[config.mk]
export PLATFORM = sky130hd
export DESIGN_NAME = axi_mem_arbiter
export DESIGN_NICKNAME = d
export VERILOG_FILES = /design/src/rtl/axi_mem_arbiter.sv
export SDC_FILE = /design/constraint.sdc
export NUM_CORES = 1
export LEC_CHECK = 0
export CAP_MARGIN = 5
export CORE_AREA = 10 10 159 161
export CTS_CLUSTER_DIAMETER = 100
export DETAILED_ROUTE_END_ITERATION = 6
export DIE_AREA = 0 0 169 171
export DONT_BUFFER_PORTS = 1
export PLACE_DENSITY = 0.49
export SYNTH_ARGS = -nofsm -noshare
export SYNTH_HDL_FRONTEND = slang
export SYNTH_SLANG_ARGS = --single-unit
[constraint.sdc]
create_clock -name clk -period 2.9 [get_ports clk]
set_input_delay 0.58 -clock clk [delete_from_list [all_inputs] [get_ports clk]]
set_output_delay 0.58 -clock clk [all_outputs]
set_load 0.01 [all_outputs]
[src/rtl/axi_mem_arbiter.sv]
// -----------------------------------------------------------------------------
// axi_mem_arbiter
//
// Merges the icache refill read port and the dcache refill/write-back ports
// onto one AXI4 master. One read burst and one write burst may be outstanding
// at a time. The read and write paths are independent state machines. Read
// data is routed back to the requester by AXI ID.
//
// Build option:
//   ARB_ROUND_ROBIN_EN  when defined, read-arbiter priority alternates between
//                       dcache and icache after each grant. When undefined,
//                       dcache has fixed priority over icache.
//
// Ports:
//   clk, rst                      clock, asynchronous active-high reset
//   i_ar*/i_r*                    icache read request and read-data beats
//   d_ar*/d_r*                    dcache read request and read-data beats
//   d_aw*/d_w*/d_b*               dcache write address, data and response
//   m_ar*/m_r*                    AXI4 master read address / read data
//   m_aw*/m_w*/m_b*               AXI4 master write address / data / response
// -----------------------------------------------------------------------------
module axi_mem_arbiter #(
  parameter logic [3:0] ID_I       = 4'd0,
  parameter logic [3:0] ID_D       = 4'd1,
  parameter logic [1:0] BURST_INCR = 2'b01
) (
  input  logic        clk,
  input  logic        rst,
  // icache read port
  input  logic        i_arvalid,
  input  logic [31:0] i_araddr,
  input  logic [7:0]  i_arlen,
  output logic        i_arready,
  output logic        i_rvalid,
  output logic [31:0] i_rdata,
  output logic        i_rlast,
  input  logic        i_rready,
  // dcache read port
  input  logic        d_arvalid,
  input  logic [31:0] d_araddr,
  input  logic [7:0]  d_arlen,
  output logic        d_arready,
  output logic        d_rvalid,
  output logic [31:0] d_rdata,
  output logic        d_rlast,
  input  logic        d_rready,
  // dcache write port
  input  logic        d_awvalid,
  input  logic [31:0] d_awaddr,
  input  logic [7:0]  d_awlen,
  output logic        d_awready,
  input  logic        d_wvalid,
  input  logic [31:0] d_wdata,
  input  logic [3:0]  d_wstrb,
  input  logic        d_wlast,
  output logic        d_wready,
  output logic        d_bvalid,
  input  logic        d_bready,
  // AXI AR
  output logic [3:0]  m_arid,
  output logic [31:0] m_araddr,
  output logic [7:0]  m_arlen,
  output logic [2:0]  m_arsize,
  output logic [1:0]  m_arburst,
  output logic        m_arvalid,
  input  logic        m_arready,
  // AXI R
  input  logic [3:0]  m_rid,
  input  logic [31:0] m_rdata,
  input  logic [1:0]  m_rresp,
  input  logic        m_rlast,
  input  logic        m_rvalid,
  output logic        m_rready,
  // AXI AW
  output logic [3:0]  m_awid,
  output logic [31:0] m_awaddr,
  output logic [7:0]  m_awlen,
  output logic [2:0]  m_awsize,
  output logic [1:0]  m_awburst,
  output logic        m_awvalid,
  input  logic        m_awready,
  // AXI W
  output logic [31:0] m_wdata,
  output logic [3:0]  m_wstrb,
  output logic        m_wlast,
  output logic        m_wvalid,
  input  logic        m_wready,
  // AXI B
  input  logic [3:0]  m_bid,
  input  logic [1:0]  m_bresp,
  input  logic        m_bvalid,
  output logic        m_bready
);

  // Every transfer is one 32-bit word per beat.
  localparam logic [2:0] SIZE_4B = 3'b010;

  typedef enum logic [1:0] {R_IDLE, R_ADDR, R_DATA} r_state_e;
  typedef enum logic [1:0] {W_IDLE, W_ADDR, W_DATA, W_RESP} w_state_e;

  // Read path state
  r_state_e    r_state_q,   r_state_d;
  logic        i_arready_q, i_arready_d;
  logic        d_arready_q, d_arready_d;
  logic        m_arvalid_q, m_arvalid_d;
  logic [3:0]  m_arid_q,    m_arid_d;
  logic [31:0] m_araddr_q,  m_araddr_d;
  logic [7:0]  m_arlen_q,   m_arlen_d;
`ifdef ARB_ROUND_ROBIN_EN
  logic        rr_i_prio_q, rr_i_prio_d;
`endif

  // Write path state
  w_state_e    w_state_q,   w_state_d;
  logic        d_awready_q, d_awready_d;
  logic        m_awvalid_q, m_awvalid_d;
  logic [3:0]  m_awid_q,    m_awid_d;
  logic [31:0] m_awaddr_q,  m_awaddr_d;
  logic [7:0]  m_awlen_q,   m_awlen_d;

  logic d_rd_ok;
  logic grant_d;
  logic grant_i;
  logic r_owner_is_d;
  logic r_owner_hit;
  logic r_done;

  // Response codes and the B-channel ID carry no information this block acts on.
  logic unused_ok;
  assign unused_ok = ^{m_rresp, m_bresp, m_bid};

  // ---------------------------------------------------------------------------
  // Read arbitration
  // ---------------------------------------------------------------------------
  always_comb begin
    // A dcache refill must not overtake a write-back of the same line, so the
    // dcache read waits while any write is in flight or being presented.
    d_rd_ok = d_arvalid && (w_state_q == W_IDLE) && !d_awvalid;
`ifdef ARB_ROUND_ROBIN_EN
    grant_i = i_arvalid && (rr_i_prio_q || !d_rd_ok);
    grant_d = d_rd_ok && !grant_i;
`else
    grant_d = d_rd_ok;
    grant_i = i_arvalid && !d_rd_ok;
`endif
  end

  // ---------------------------------------------------------------------------
  // R channel demux: the latched ARID names the owner of the outstanding burst.
  // A beat carrying any other ID is stalled rather than misdelivered.
  // ---------------------------------------------------------------------------
  always_comb begin
    r_owner_is_d = (m_arid_q == ID_D);
    r_owner_hit  = (r_state_q == R_DATA) && (m_rid == m_arid_q);
    m_rready     = r_owner_hit && (r_owner_is_d ? d_rready : i_rready);
    i_rvalid     = r_owner_hit && !r_owner_is_d && m_rvalid;
    d_rvalid     = r_owner_hit &&  r_owner_is_d && m_rvalid;
    r_done       = m_rvalid && m_rready && m_rlast;
  end

  assign i_rdata = m_rdata;
  assign i_rlast = m_rlast;
  assign d_rdata = m_rdata;
  assign d_rlast = m_rlast;

  // ---------------------------------------------------------------------------
  // Read FSM next state
  // ---------------------------------------------------------------------------
  always_comb begin
    // NOTE: every signal gets a default before the case so no path leaves it
    // unassigned; a missing default here would infer a latch.
    r_state_d   = r_state_q;
    i_arready_d = 1'b0;
    d_arready_d = 1'b0;
    m_arvalid_d = m_arvalid_q;
    m_arid_d    = m_arid_q;
    m_araddr_d  = m_araddr_q;
    m_arlen_d   = m_arlen_q;
`ifdef ARB_ROUND_ROBIN_EN
    rr_i_prio_d = rr_i_prio_q;
`endif
    unique case (r_state_q)
      R_IDLE: begin
        if (grant_d) begin
          d_arready_d = 1'b1;
          m_arvalid_d = 1'b1;
          m_arid_d    = ID_D;
          m_araddr_d  = d_araddr;
          m_arlen_d   = d_arlen;
          r_state_d   = R_ADDR;
`ifdef ARB_ROUND_ROBIN_EN
          rr_i_prio_d = 1'b1;
`endif
        end else if (grant_i) begin
          i_arready_d = 1'b1;
          m_arvalid_d = 1'b1;
          m_arid_d    = ID_I;
          m_araddr_d  = i_araddr;
          m_arlen_d   = i_arlen;
          r_state_d   = R_ADDR;
`ifdef ARB_ROUND_ROBIN_EN
          rr_i_prio_d = 1'b0;
`endif
        end
      end
      R_ADDR: begin
        if (m_arvalid_q && m_arready) begin
          m_arvalid_d = 1'b0;
          r_state_d   = R_DATA;
        end
      end
      R_DATA: begin
        if (r_done) begin
          r_state_d = R_IDLE;
        end
      end
      default: r_state_d = R_IDLE;
    endcase
  end

  // ---------------------------------------------------------------------------
  // Write FSM next state
  // ---------------------------------------------------------------------------
  always_comb begin
    w_state_d   = w_state_q;
    d_awready_d = 1'b0;
    m_awvalid_d = m_awvalid_q;
    m_awid_d    = m_awid_q;
    m_awaddr_d  = m_awaddr_q;
    m_awlen_d   = m_awlen_q;
    unique case (w_state_q)
      W_IDLE: begin
        if (d_awvalid) begin
          d_awready_d = 1'b1;
          m_awvalid_d = 1'b1;
          m_awid_d    = ID_D;
          m_awaddr_d  = d_awaddr;
          m_awlen_d   = d_awlen;
          w_state_d   = W_ADDR;
        end
      end
      W_ADDR: begin
        if (m_awvalid_q && m_awready) begin
          m_awvalid_d = 1'b0;
          w_state_d   = W_DATA;
        end
      end
      W_DATA: begin
        if (d_wvalid && m_wready && d_wlast) begin
          w_state_d = W_RESP;
        end
      end
      W_RESP: begin
        if (m_bvalid && d_bready) begin
          w_state_d = W_IDLE;
        end
      end
      default: w_state_d = W_IDLE;
    endcase
  end

  // W and B channels are pass-through, opened only in their own phase so that
  // early write beats and stray responses are held off.
  always_comb begin
    m_wvalid = (w_state_q == W_DATA) && d_wvalid;
    d_wready = (w_state_q == W_DATA) && m_wready;
    m_bready = (w_state_q == W_RESP) && d_bready;
    d_bvalid = (w_state_q == W_RESP) && m_bvalid;
  end

  assign m_wdata = d_wdata;
  assign m_wstrb = d_wstrb;
  assign m_wlast = d_wlast;

  // ---------------------------------------------------------------------------
  // State registers for both FSMs
  // ---------------------------------------------------------------------------
  always_ff @(posedge clk or posedge rst) begin
    if (rst) begin
      r_state_q   <= R_IDLE;
      i_arready_q <= 1'b0;
      d_arready_q <= 1'b0;
      m_arvalid_q <= 1'b0;
      m_arid_q    <= 4'd0;
      m_araddr_q  <= 32'd0;
      m_arlen_q   <= 8'd0;
`ifdef ARB_ROUND_ROBIN_EN
      rr_i_prio_q <= 1'b0;
`endif
      w_state_q   <= W_IDLE;
      d_awready_q <= 1'b0;
      m_awvalid_q <= 1'b0;
      m_awid_q    <= 4'd0;
      m_awaddr_q  <= 32'd0;
      m_awlen_q   <= 8'd0;
    end else begin
      // NOTE: non-blocking assignments so every flop samples its pre-edge
      // value, independent of statement order within this block.
      r_state_q   <= r_state_d;
      i_arready_q <= i_arready_d;
      d_arready_q <= d_arready_d;
      m_arvalid_q <= m_arvalid_d;
      m_arid_q    <= m_arid_d;
      m_araddr_q  <= m_araddr_d;
      m_arlen_q   <= m_arlen_d;
`ifdef ARB_ROUND_ROBIN_EN
      rr_i_prio_q <= rr_i_prio_d;
`endif
      w_state_q   <= w_state_d;
      d_awready_q <= d_awready_d;
      m_awvalid_q <= m_awvalid_d;
      m_awid_q    <= m_awid_d;
      m_awaddr_q  <= m_awaddr_d;
      m_awlen_q   <= m_awlen_d;
    end
  end

  assign i_arready = i_arready_q;
  assign d_arready = d_arready_q;
  assign m_arvalid = m_arvalid_q;
  assign m_arid    = m_arid_q;
  assign m_araddr  = m_araddr_q;
  assign m_arlen   = m_arlen_q;
  assign m_arsize  = SIZE_4B;
  assign m_arburst = BURST_INCR;

  assign d_awready = d_awready_q;
  assign m_awvalid = m_awvalid_q;
  assign m_awid    = m_awid_q;
  assign m_awaddr  = m_awaddr_q;
  assign m_awlen   = m_awlen_q;
  assign m_awsize  = SIZE_4B;
  assign m_awburst = BURST_INCR;

  // A read beat tagged with an ID other than the outstanding burst's is a bus
  // protocol error; the beat is held (m_rready stays low) and flagged here.
  rid_matches_owner: assert property (@(posedge clk) disable iff (rst)
    ((r_state_q == R_DATA) && m_rvalid) |-> (m_rid == m_arid_q));

endmodule

; ---- Word-level counts from Yosys, hierarchy flattened
; Index checks and enable logic that the tools add are counted.
[totals]
input_bits = 216
regBits = 94
elab_cells = 92
[op_classes]
n_reduce_logical = 34
n_mux = 31
n_eq_ne = 14
[ops]
columns = operator, count
row1 = $mux W32, 2
row2 = $logic_and A1 B1 Y1, 20
row3 = $mux W2, 8
row4 = $mux W8, 2
row5 = $mux W1, 13
row6 = $ne A2 B2 Y1 const B, 6
row7 = $reduce_and A3 Y1, 3
row8 = $mux W4, 2
row9 = $pmux W2 S4, 1
row10 = $eq A2 B2 Y1 const B, 3
row11 = $pmux W2 S3, 1
row12 = $reduce_bool A2 Y1, 3
row13 = $eq A2 B1 Y1 const B, 2
row14 = $eq A4 B1 Y1 const B, 1
row15 = $eq A4 B4 Y1, 1
row16 = $logic_not A2 Y1, 2
row17 = $pmux W1 S2, 2
row18 = $reduce_and A2 Y1, 2
row19 = $reduce_and A4 Y1, 1
row20 = $logic_not A1 Y1, 3
row21 = $ne A3 B3 Y1 const B, 1

; ---- Depth between registers and ports, before layout
; Gate-level depths: netlist (run 1).
[depth]
depth_word = 8
depth_mapped = 8

; ---- Worst setup path after synthesis (run 1)
; Ideal clock, no wire load.
[synth_path]
path_kind = input to output
start = input m_rid[1]
end = output i_rvalid
path_buffers = 0
arrival_ns = 1.314
slack_ns = 1.006
t_required_ns = 2.320
cell_stages = 3
cell_sequence = nor4_1 nand3_1 nor3_1
[synth_between]
elab_chain_len = 4
[synth_lines]
columns = item, line
row1 = from (decl), 68  ; input logic [3:0] m_rid,
row2 = $eq A4 B4 Y1, 154  ; r_owner_hit = (r_state_q == R_DATA) && (m_rid == m_arid_q);
row3 = $logic_and A1 B1 Y1, 154
row4 = $logic_and A1 B1 Y1 (2 in a row), 156  ; i_rvalid = r_owner_hit && !r_owner_is_d && m_rvalid;
row5 = to (decl), 34  ; output logic i_rvalid,
; Every way passes these cells.

; ---- Worst setup path after layout (run 1)
[layout_path]
start = register r_state_q[0]
end = output i_rvalid
[layout_between]
elab_chain_len = 4
[layout_lines]
columns = item, line
row1 = from (decl), 102  ; r_state_e r_state_q, r_state_d;
row2 = from (signal assigned), 299  ; r_state_q <= r_state_d;
row3 = $eq A2 B2 Y1, 154
row4 = $logic_and A1 B1 Y1, 154
row5 = $logic_and A1 B1 Y1 (2 in a row), 156
; Every way passes these cells.

==> results.txt, run 1 <==
Status -> completed
Worst path cell trace -> nor4_1 -> nand3_1 -> nor3_1
Min Tclk post-route -> 2.27 ns
Drt via density -> 4.13
Root Driver -> clkbuf_16
ANT nets after route -> 0
# hold bufs at CTS -> 0
Clock Path Buffers -> 2
Metal-1 WL -> 4190 µm
Maximum Capacitance Violations -> 0
Routed WL per cell -> 24.2 µm
Asr flop ratio synth -> 100%
Fmax -> 440 MHz
Post-Syn Instances -> 397
Number of port buffers -> 0
Most common cell after layout, fill and taps aside -> dfrtp_1
Die width -> 169 µm
Startpoint types -> flop
Post-synth top flop -> dfrtp_1
Seq/Total Area, Yosys -> 44.0%
Final hold vios -> 0
#FFs+latches synth -> 91
Worst-Skew Late Latency -> 0.35 ns
LEAKAGE -> 2.07 nW
Share of cells above drive strength 1 -> 50.2%
CP Class -> flop to primary output
DR iter-0 viols -> 73
Final Cycle Share -> 78.3%
Hold Crit Class -> input port to async pin
Clock Sinks -> 91
Worst Setup SP -> r_state_q[0]$_DFFE_PP0P_
Drt total wl -> 14100 µm
Placed instance area -> 4610 µm²
Initial antenna violation count -> 1
Routed met3 length -> 2740 µm
Vias in the first global route -> 2773
Crit Path Max Fanout -> 5
VDD IR max -> 0.365 mV
Placeable core area -> 22200 µm²
Crit path buf inv count -> 0
Drt pass-1 iters -> 4
Row Count -> 55
Final Max Tran Viols -> 0
GP Congestion -> 0.718
Total gr overflow -> 0
Detail Placement HPWL -> 11200 µm
# resized after CTS -> 0
Crit path largest cell delay -> 0.42 ns
GRT Util Overall -> 9.17%
Critical Path AT -> 1.69 ns
Synthesized cell area -> 5180 µm²
Post-CTS Repair Setup Buffers -> 0
Residual DRC -> 0
Synth area leaders -> dfrtp_1, mux2_2, buf_4
Synthesized area per cell -> 13.0 µm²
Post-synth EDFFs -> 0
Crit. End Element -> primary output
TritonCTS clock tree -> built
Clk slew on worst S/H paths -> 0.08 ns
Worst Max-Slew Pin Slew -> 0.524 ns
Top routing layer used -> met4
H-tree levels -> 3
Cell variety after synth -> 33
Rel. slew slack -> 65.1%
Filler cells -> 2306
Slowest CP cell -> dfrtp_1
Final nets -> 513
Area growth syn-to-layout -> -5.07%
Unrepaired setup endpoints after global routing -> false
Setup TNS -> 0 ns
I/O pins -> 429
Setup Viol. Count Final -> 0
First-pass GRT wire length -> 19900 µm
Die ar. -> 28900 µm²
Largest net degree at the start of global routing -> 92
Vias -> 2409
Cell taking the most area after synthesis -> dfrtp_1
Design area -> 4910 µm²
Worst path top cell family by delay -> simple AND/OR/NAND/NOR gates
Initial Utilization -> 23.3%
RR Startpoint -> w_state_q[0]$_DFFE_PP0P_
Synthesis Warnings -> 0
Commonest cells after routing, fill and taps aside -> dfrtp_1, mux2_2, mux2_4
Setup Skew -> 0.0118 ns
Layout Utilization -> 22.1%
Met2 WL -> 6910 µm
Cts bufs inserted -> 9
Critical Path RT -> 2.32 ns
Top cell type's share of synthesized area -> 44.0%
Cell Pwr Density -> 1140 nW/µm²
Die Ht -> 171 µm
## worst register-to-register path: stages, from the launching register on
cell and delay [ns]:
dfrtp_1 0.42, inv_1 0.12, ha_1 0.19, and3b_2 0.38, buf_12 0.25, mux2_2 0.41
mux2_4 0.26
## sequential cells by signal (all words and copies together) (netlist names)
name / count
m_arid: 1
m_arvalid: 1
m_awid: 1
m_araddr: 32
d_awready: 1
w_state_q: 2
m_arlen: 8
i_arready: 1
r_state_q: 2
m_awaddr: 32
m_awvalid: 1
m_awlen: 8
d_arready: 1
## stage by stage
step	total power [mW]	hold slack [ns]	instances	setup WS, ns
3_3_place_gp	4.41	0.552	566	0.779
3_5_place_dp	4.46	0.564	566	0.733
2_1_floorplan	4.25	0.512	411	1.01
6_report	5.61	0.218	583	0.628
5_1_grt	5.98	0.254	582	0.471
4_1_cts	5.73	0.237	582	0.576
## worst paths after layout
kind	to	cells past startpoint	slack [ns]
worst max-delay path	i_rvalid	3	0.63
worst min-delay path	m_araddr[25]$_DFFE_PP0P_	2	0.22
worst max register to register	m_araddr[2]$_DFFE_PP0P_	6	0.75
worst min register to register	m_awid[0]$_DFFE_PP0P_	1	0.58
max in group asynchronous	m_araddr[17]$_DFFE_PP0P_	2	2.25
min in group clk	m_arvalid$_DFFE_PP0P_	1	0.31
## metal layers
layer,track usage [%],up-vias
met5,0.361,-
met4,3.83,0
met3,7.64,19
met2,15.1,268
met1,7.97,1126
li1,-,996
## logic make-up (layout without fill, tap and decap cells)
family          after synthesis  in the layout  synth area share (%)
buf+inv                     139             25                  20.7
mux                         122            122                  29.3
flops                        91             91                  44.0
simple gates                 25             25                  2.71
compound gates               13             13                  1.98
fa+ha+maj                     5              5                  1.21
other cells                   2             17                 0.145
## Yosys cell counts, drive strengths merged, types with 3 or more instances
cell type,instances
inv,4
mux2,121
nor2,4
and2,6
ha,5
dfrtp,91
buf,134
nand2,3
nand3,3
## power breakdown
group / leakage, nW / total [mW] / internal [mW] / switching (mW)
sequential: 1.08 / 2.77 / 1.91 / 0.856
combinational: 0.849 / 1.63 / 1.04 / 0.594
clock: 0.149 / 1.21 / 0.614 / 0.593
total: 2.07 / 5.61 / 3.57 / 2.04
## layout make-up
| class | count | area [µm²] | area share (%) |
|---|---|---|---|
| multi-input combinational | 181 | 1880 | 38.3 |
| sequential | 91 | 2280 | 46.3 |
| timing repair buffer | 5 | 75.1 | 1.53 |
| antenna | 1 | 2.50 | 0.0509 |
| clock inverter | 7 | 76.3 | 1.55 |
| tap | 285 | 357 | 7.26 |
| inverter | 4 | 18.8 | 0.382 |
| clock buffer | 9 | 225 | 4.58 |
Power figures use the tool's default switching activity.
==> inputs of run 2 (changes only) <==
==> constraint.sdc (replaced) <==
create_clock -name clk -period 2 [get_ports clk]
set_input_delay 0.4 -clock clk [delete_from_list [all_inputs] [get_ports clk]]
set_output_delay 0.4 -clock clk [all_outputs]
set_load 0.01 [all_outputs]
==> run 2 against run 1 <==
Combinational power is 61% higher. Via count grew 2.9%. Final area is 3.6% higher. First-iteration DRC count rose by 9.6%. Die area unchanged. Global-route usage up 0.18 points. Sequential power up 45%. Count of clock-buffer cells in the layout is the same. Clock skew shrank 0.0054 ns.
==> results.txt, run 2 (synthesis results as in run 1) <==
LEAKAGE -> 2.15 nW
Crit. End Element -> flop
Clock Path Buffers -> 2
Total gr overflow -> 0
Die width -> 169 µm
Worst path cell trace -> inv_1 -> ha_1 -> and3b_2 -> buf_12 -> clkbuf_16 -> mux2_2 -> mux2_4
Final Max Tran Viols -> 0
Setup TNS -> 0 ns
Comb power frac -> 31.2%
Area growth syn-to-layout -> -1.64%
Routed WL per cell -> 25.2 µm
Unrepaired setup endpoints after global routing -> false
Drt pass-1 iters -> 3
ANT nets after route -> 0
R2r setup slk -> 0.09 ns
Clock power share -> 20.9%
Worst Max-Slew Pin Slew -> 0.502 ns
Crit path largest cell delay -> 0.39 ns
Root Driver -> clkbuf_16
I/O pins -> 429
H-tree levels -> 3
Cts bufs inserted -> 9
Setup Skew -> 0.00642 ns
Crit Path Max Fanout -> 17
Most common cell after layout, fill and taps aside -> dfrtp_1
VDD IR max -> 0.505 mV
Met1 Track Usage GR -> 8.45%
Busiest grt layer -> met2
Status -> completed
Largest net degree at the start of global routing -> 92
Critical Path AT -> 2.14 ns
Final Cycle Share -> 95.5%
Critical Path RT -> 2.23 ns
CP Class -> flop to flop
DR iter-0 viols -> 80
Drt total wl -> 14900 µm
Final hold vios -> 0
Vias in the first global route -> 2833
Dpl cells -> 572
Fmax -> 524 MHz
Commonest cells after routing, fill and taps aside -> dfrtp_1, mux2_2, mux2_4
Clock Sinks -> 91
First-pass GRT wire length -> 20400 µm
GP Congestion -> 0.726
Pint -> 5.33 mW
Slowest CP cell -> dfrtp_1
Row Count -> 55
Hold Crit Class -> input port to async pin
TritonCTS clock tree -> built
Placeable core area -> 22200 µm²
Met3 Use GR -> 8.01%
Initial antenna violation count -> 3
Startpoint types -> flop
Initial Utilization -> 23.3%
Clk slew on worst S/H paths -> 0.08 ns
Worst-Skew Late Latency -> 0.35 ns
Number of port buffers -> 0
Final nets -> 523
Switching pwr -> 3.06 mW
Met2 Use GR -> 14.8%
Min Tclk post-route -> 1.91 ns
Vias -> 2478
Drt via density -> 4.17
Die Ht -> 171 µm
Fin cells -> 594
Cell Pwr Density -> 1650 nW/µm²
GRT Util Overall -> 9.35%
Rel. slew slack -> 66.5%
Residual DRC -> 0
Maximum Capacitance Violations -> 0
Setup Viol. Count Final -> 0
Switching part of the total -> 36.5%
# hold bufs at CTS -> 0
Share of cells above drive strength 1 -> 53.1%
Sequential share of power -> 47.9%
Die ar. -> 28900 µm²
Detail Placement HPWL -> 11300 µm
==> run 2: routing by layer <==
layer / share of wire (%) / vias up
met5: 0.087 / -
met4: 2.0 / 2
met3: 19 / 25
met2: 49 / 268
met1: 30 / 1174
li1: - / 1009
==> run 2: through the flow <==
step	hold WS (ns)	util, %	instance area [µm²]	worst slack (ns)	power [mW]
4_1_cts	0.0615	22.4	4990	0.0248	8.46
2_1_floorplan	0.485	-	5230	0.194	6.17
5_1_grt	0.0894	22.9	5090	0.0190	8.94
3_3_place_gp	0.445	21.0	4670	0.0392	6.50
3_5_place_dp	0.457	21.0	4670	0.00192	6.58
6_report	0.0571	22.9	5090	0.0902	8.38
==> run 2: cell type report <==
| class | count | area, µm² |
|---|---|---|
| clock inverters | 7 | 76.3 |
| diodes | 2 | 5.00 |
| flip-flops and latches | 91 | 2280 |
| clock buffers | 9 | 225 |
| multi-input cells | 181 | 1920 |
| well taps | 285 | 357 |
| fillers | 2332 | 17100 |
| repair buffers | 15 | 210 |
| inverters | 4 | 18.8 |
==> run 2: path summary, 6_finish.rpt <==
check	from	end	depth (start not counted)
min reg2reg	m_awid[0]$_DFFE_PP0P_	m_awid[0]$_DFFE_PP0P_	1
max in group asynchronous	rst	m_awaddr[26]$_DFFE_PP0P_	2
max	w_state_q[0]$_DFFE_PP0P_	m_araddr[30]$_DFFE_PP0P_	7
min	rst	r_state_q[0]$_DFFE_PP0P_	2
max reg2reg	w_state_q[0]$_DFFE_PP0P_	m_araddr[30]$_DFFE_PP0P_	7
min in group clk	m_arready	m_arvalid$_DFFE_PP0P_	1
==> run 2: worst max-delay path, delay by kind of cell, from the launching register on <==
kind                       cells  cell delay, ns
muxes                          2            0.60
and+or+nand+nor                1            0.22
adders and majority gates      1            0.18
DFF                            1            0.39
buffers and inverters          3            0.40
==> run 2: what timing repair did <==
action	4_1_cts	5_1_grt
pin swaps	1	1
gates cloned	0	2
buffers inserted	1	1
resized for setup	2	5
setup endpoints to repair	3	32
==> run 2: power by group through the flow <==
stage	logic, mW	registers, mW	clock network [mW]
2_1_floorplan	2.48	3.69	0
3_3_place_gp	2.41	4.08	0
3_5_place_dp	2.53	4.06	0
4_1_cts	2.54	4.05	1.87
5_1_grt	2.84	4.18	1.93
6_report	2.62	4.01	1.75
==> inputs of run 3 (changes only) <==
--- a/config.mk
+++ b/config.mk
@@ -15,3 +15,4 @@
 export SYNTH_ARGS = -nofsm -noshare
 export SYNTH_HDL_FRONTEND = slang
 export SYNTH_SLANG_ARGS = --single-unit
+export TNS_END_PERCENT = 30
==> run 3 against run 2 <==
Die area stayed put. Register-to-register slack hardly changed. Sequential cell count stayed put. Count of clock-buffer cells in the layout stayed put. Sequential share of layout area is 0.055 points lower. Final cell count stayed put. Highest routed layer unchanged. Utilization hardly changed. Critical path type unchanged. Clock power hardly changed. Wire length hardly changed. First-iteration DRC count is 24% higher. Critical endpoint unchanged. Non-clock buffer count stayed put. Worst setup slack worse by 0.00054 ns.
==> results.txt, run 3 (synthesis results as in run 1) <==
Status -> completed
Maximum Capacitance Violations -> 0
VDD IR max -> 0.505 mV
Total gr overflow -> 0
Clock Sinks -> 91
Design area -> 5100 µm²
H-tree levels -> 3
Setup TNS -> 0 ns
GP Congestion -> 0.726
Drt pass-1 iters -> 3
Root Driver -> clkbuf_16
Clk slew on worst S/H paths -> 0.08 ns
Top routing layer used -> met5
Placeable core area -> 22200 µm²
Vias in the first global route -> 2835
Setup Skew -> 0.00653 ns
Drt total wl -> 14900 µm
Commonest cells after routing, fill and taps aside -> dfrtp_1, mux2_2, mux2_4
Die width -> 169 µm
Die ar. -> 28900 µm²
ANT nets after route -> 0
Worst Max-Slew Pin Slew -> 0.501 ns
Final hold vios -> 0
Startpoint types -> flop
Clock Path Buffers -> 2
Number of port buffers -> 0
Unrepaired setup endpoints after global routing -> false
Critical Path RT -> 2.23 ns
Vias -> 2480
Cts bufs inserted -> 9
Crit Path Max Fanout -> 17
TritonCTS clock tree -> built
Detail Placement HPWL -> 11300 µm
Die Ht -> 171 µm
First-pass GRT wire length -> 20400 µm
Placed instance area -> 4670 µm²
GRT Util Overall -> 9.34%
Row Count -> 55
Final nets -> 523
Fmax -> 523 MHz
Routed met3 length -> 2800 µm
Worst setup margin -> 0.0896 ns
Initial Utilization -> 23.3%
CP Class -> flop to flop
I/O pins -> 429
Area growth syn-to-layout -> -1.52%
Crit. End Element -> flop
FF/Latch Area -> 2280 µm²
Critical Path AT -> 2.14 ns
Comb power frac -> 31.2%
Hold Crit Class -> input port to async pin
Most common cell after layout, fill and taps aside -> dfrtp_1
Switching pwr -> 3.06 mW
Switching part of the total -> 36.5%
Initial antenna violation count -> 3
Place WS -> 0.00192 ns
Hold Slack -> 0.0507 ns
Final Cycle Share -> 95.5%
Pint -> 5.33 mW
Residual DRC -> 0
LEAKAGE -> 2.15 nW
Multi-input gate area -> 1930 µm²
Metal-1 WL -> 4550 µm
Rel. slew slack -> 66.6%
DR iter-0 viols -> 99
Routed WL per cell -> 25.1 µm
Share of cells above drive strength 1 -> 53.4%
Cell Pwr Density -> 1650 nW/µm²
Drt via density -> 4.18
Min Tclk post-route -> 1.91 ns
Sequential share of power -> 47.8%
Setup Viol. Count Final -> 0
Largest net degree at the start of global routing -> 92
Worst-Skew Late Latency -> 0.35 ns
Clock power share -> 21.0%
Tot Pwr -> 8.39 mW
Final Max Tran Viols -> 0
Met2 WL -> 7270 µm
Filler cells -> 2325
==> run 3: critical path: stages (launching register included) <==
cell,delay [ns]
dfrtp_1,0.39
inv_1,0.08
ha_2,0.18
and3b_2,0.21
buf_12,0.13
clkbuf_16,0.19
mux2_2,0.34
mux2_4,0.26
==> run 3: stage by stage <==
stage,std cells,util [%]
final,594,22.9
after global routing,592,22.9
after CTS,588,22.4
after detailed placement,572,21.0
after global placement,572,21.0
after floorplan,411,-
==> run 3: per-layer routing <==
| metal | global-route usage [%] | vias up |
|---|---|---|
| met5 | 0.361 | - |
| met4 | 3.90 | 2 |
| met3 | 8.01 | 25 |
| met2 | 14.8 | 270 |
| met1 | 8.45 | 1173 |
| li1 | - | 1010 |
==> run 3: final timing paths <==
| check | from | endpoint | slack, ns | cells after the start |
|---|---|---|---|---|
| max reg2reg | w_state_q[0]$_DFFE_PP0P_ | m_araddr[30]$_DFFE_PP0P_ | 0.09 | 7 |
| max | w_state_q[0]$_DFFE_PP0P_ | m_araddr[30]$_DFFE_PP0P_ | 0.09 | 7 |
| min in group clk | m_arready | m_arvalid$_DFFE_PP0P_ | 0.13 | 1 |
| min | rst | r_state_q[1]$_DFFE_PP0P_ | 0.05 | 2 |
| min reg2reg | m_awid[0]$_DFFE_PP0P_ | m_awid[0]$_DFFE_PP0P_ | 0.58 | 1 |
| max in group asynchronous | rst | m_awaddr[26]$_DFFE_PP0P_ | 1.56 | 2 |
==> run 3: power groups by stage <==
stage	combinational (mW)	clock, mW	sequential, mW
4_1_cts	2.54	1.87	4.05
3_5_place_dp	2.53	0	4.06
2_1_floorplan	2.48	0	3.69
3_3_place_gp	2.41	0	4.08
6_report	2.62	1.76	4.01
5_1_grt	2.84	1.93	4.18
==> run 3: repair_timing <==
| item | 4_1_cts | 5_1_grt |
|---|---|---|
| endpoints found under the setup margin | 3 | 37 |
| gates resized for setup | 4 | 5 |
| pin swaps | 1 | 1 |
| cloned | 0 | 2 |
| hold buffers | 0 | 0 |
| buffers inserted | 0 | 2 |
==> run 3: cell type report <==
cell class | count | area share (%)
sequential | 91 | 44.7
clock buffer | 9 | 4.42
multi-input combinational | 181 | 37.8
clock inverter | 7 | 1.50
antenna | 2 | 0.0982
inverter | 4 | 0.368
tap | 285 | 6.99
timing repair buffer | 15 | 4.12
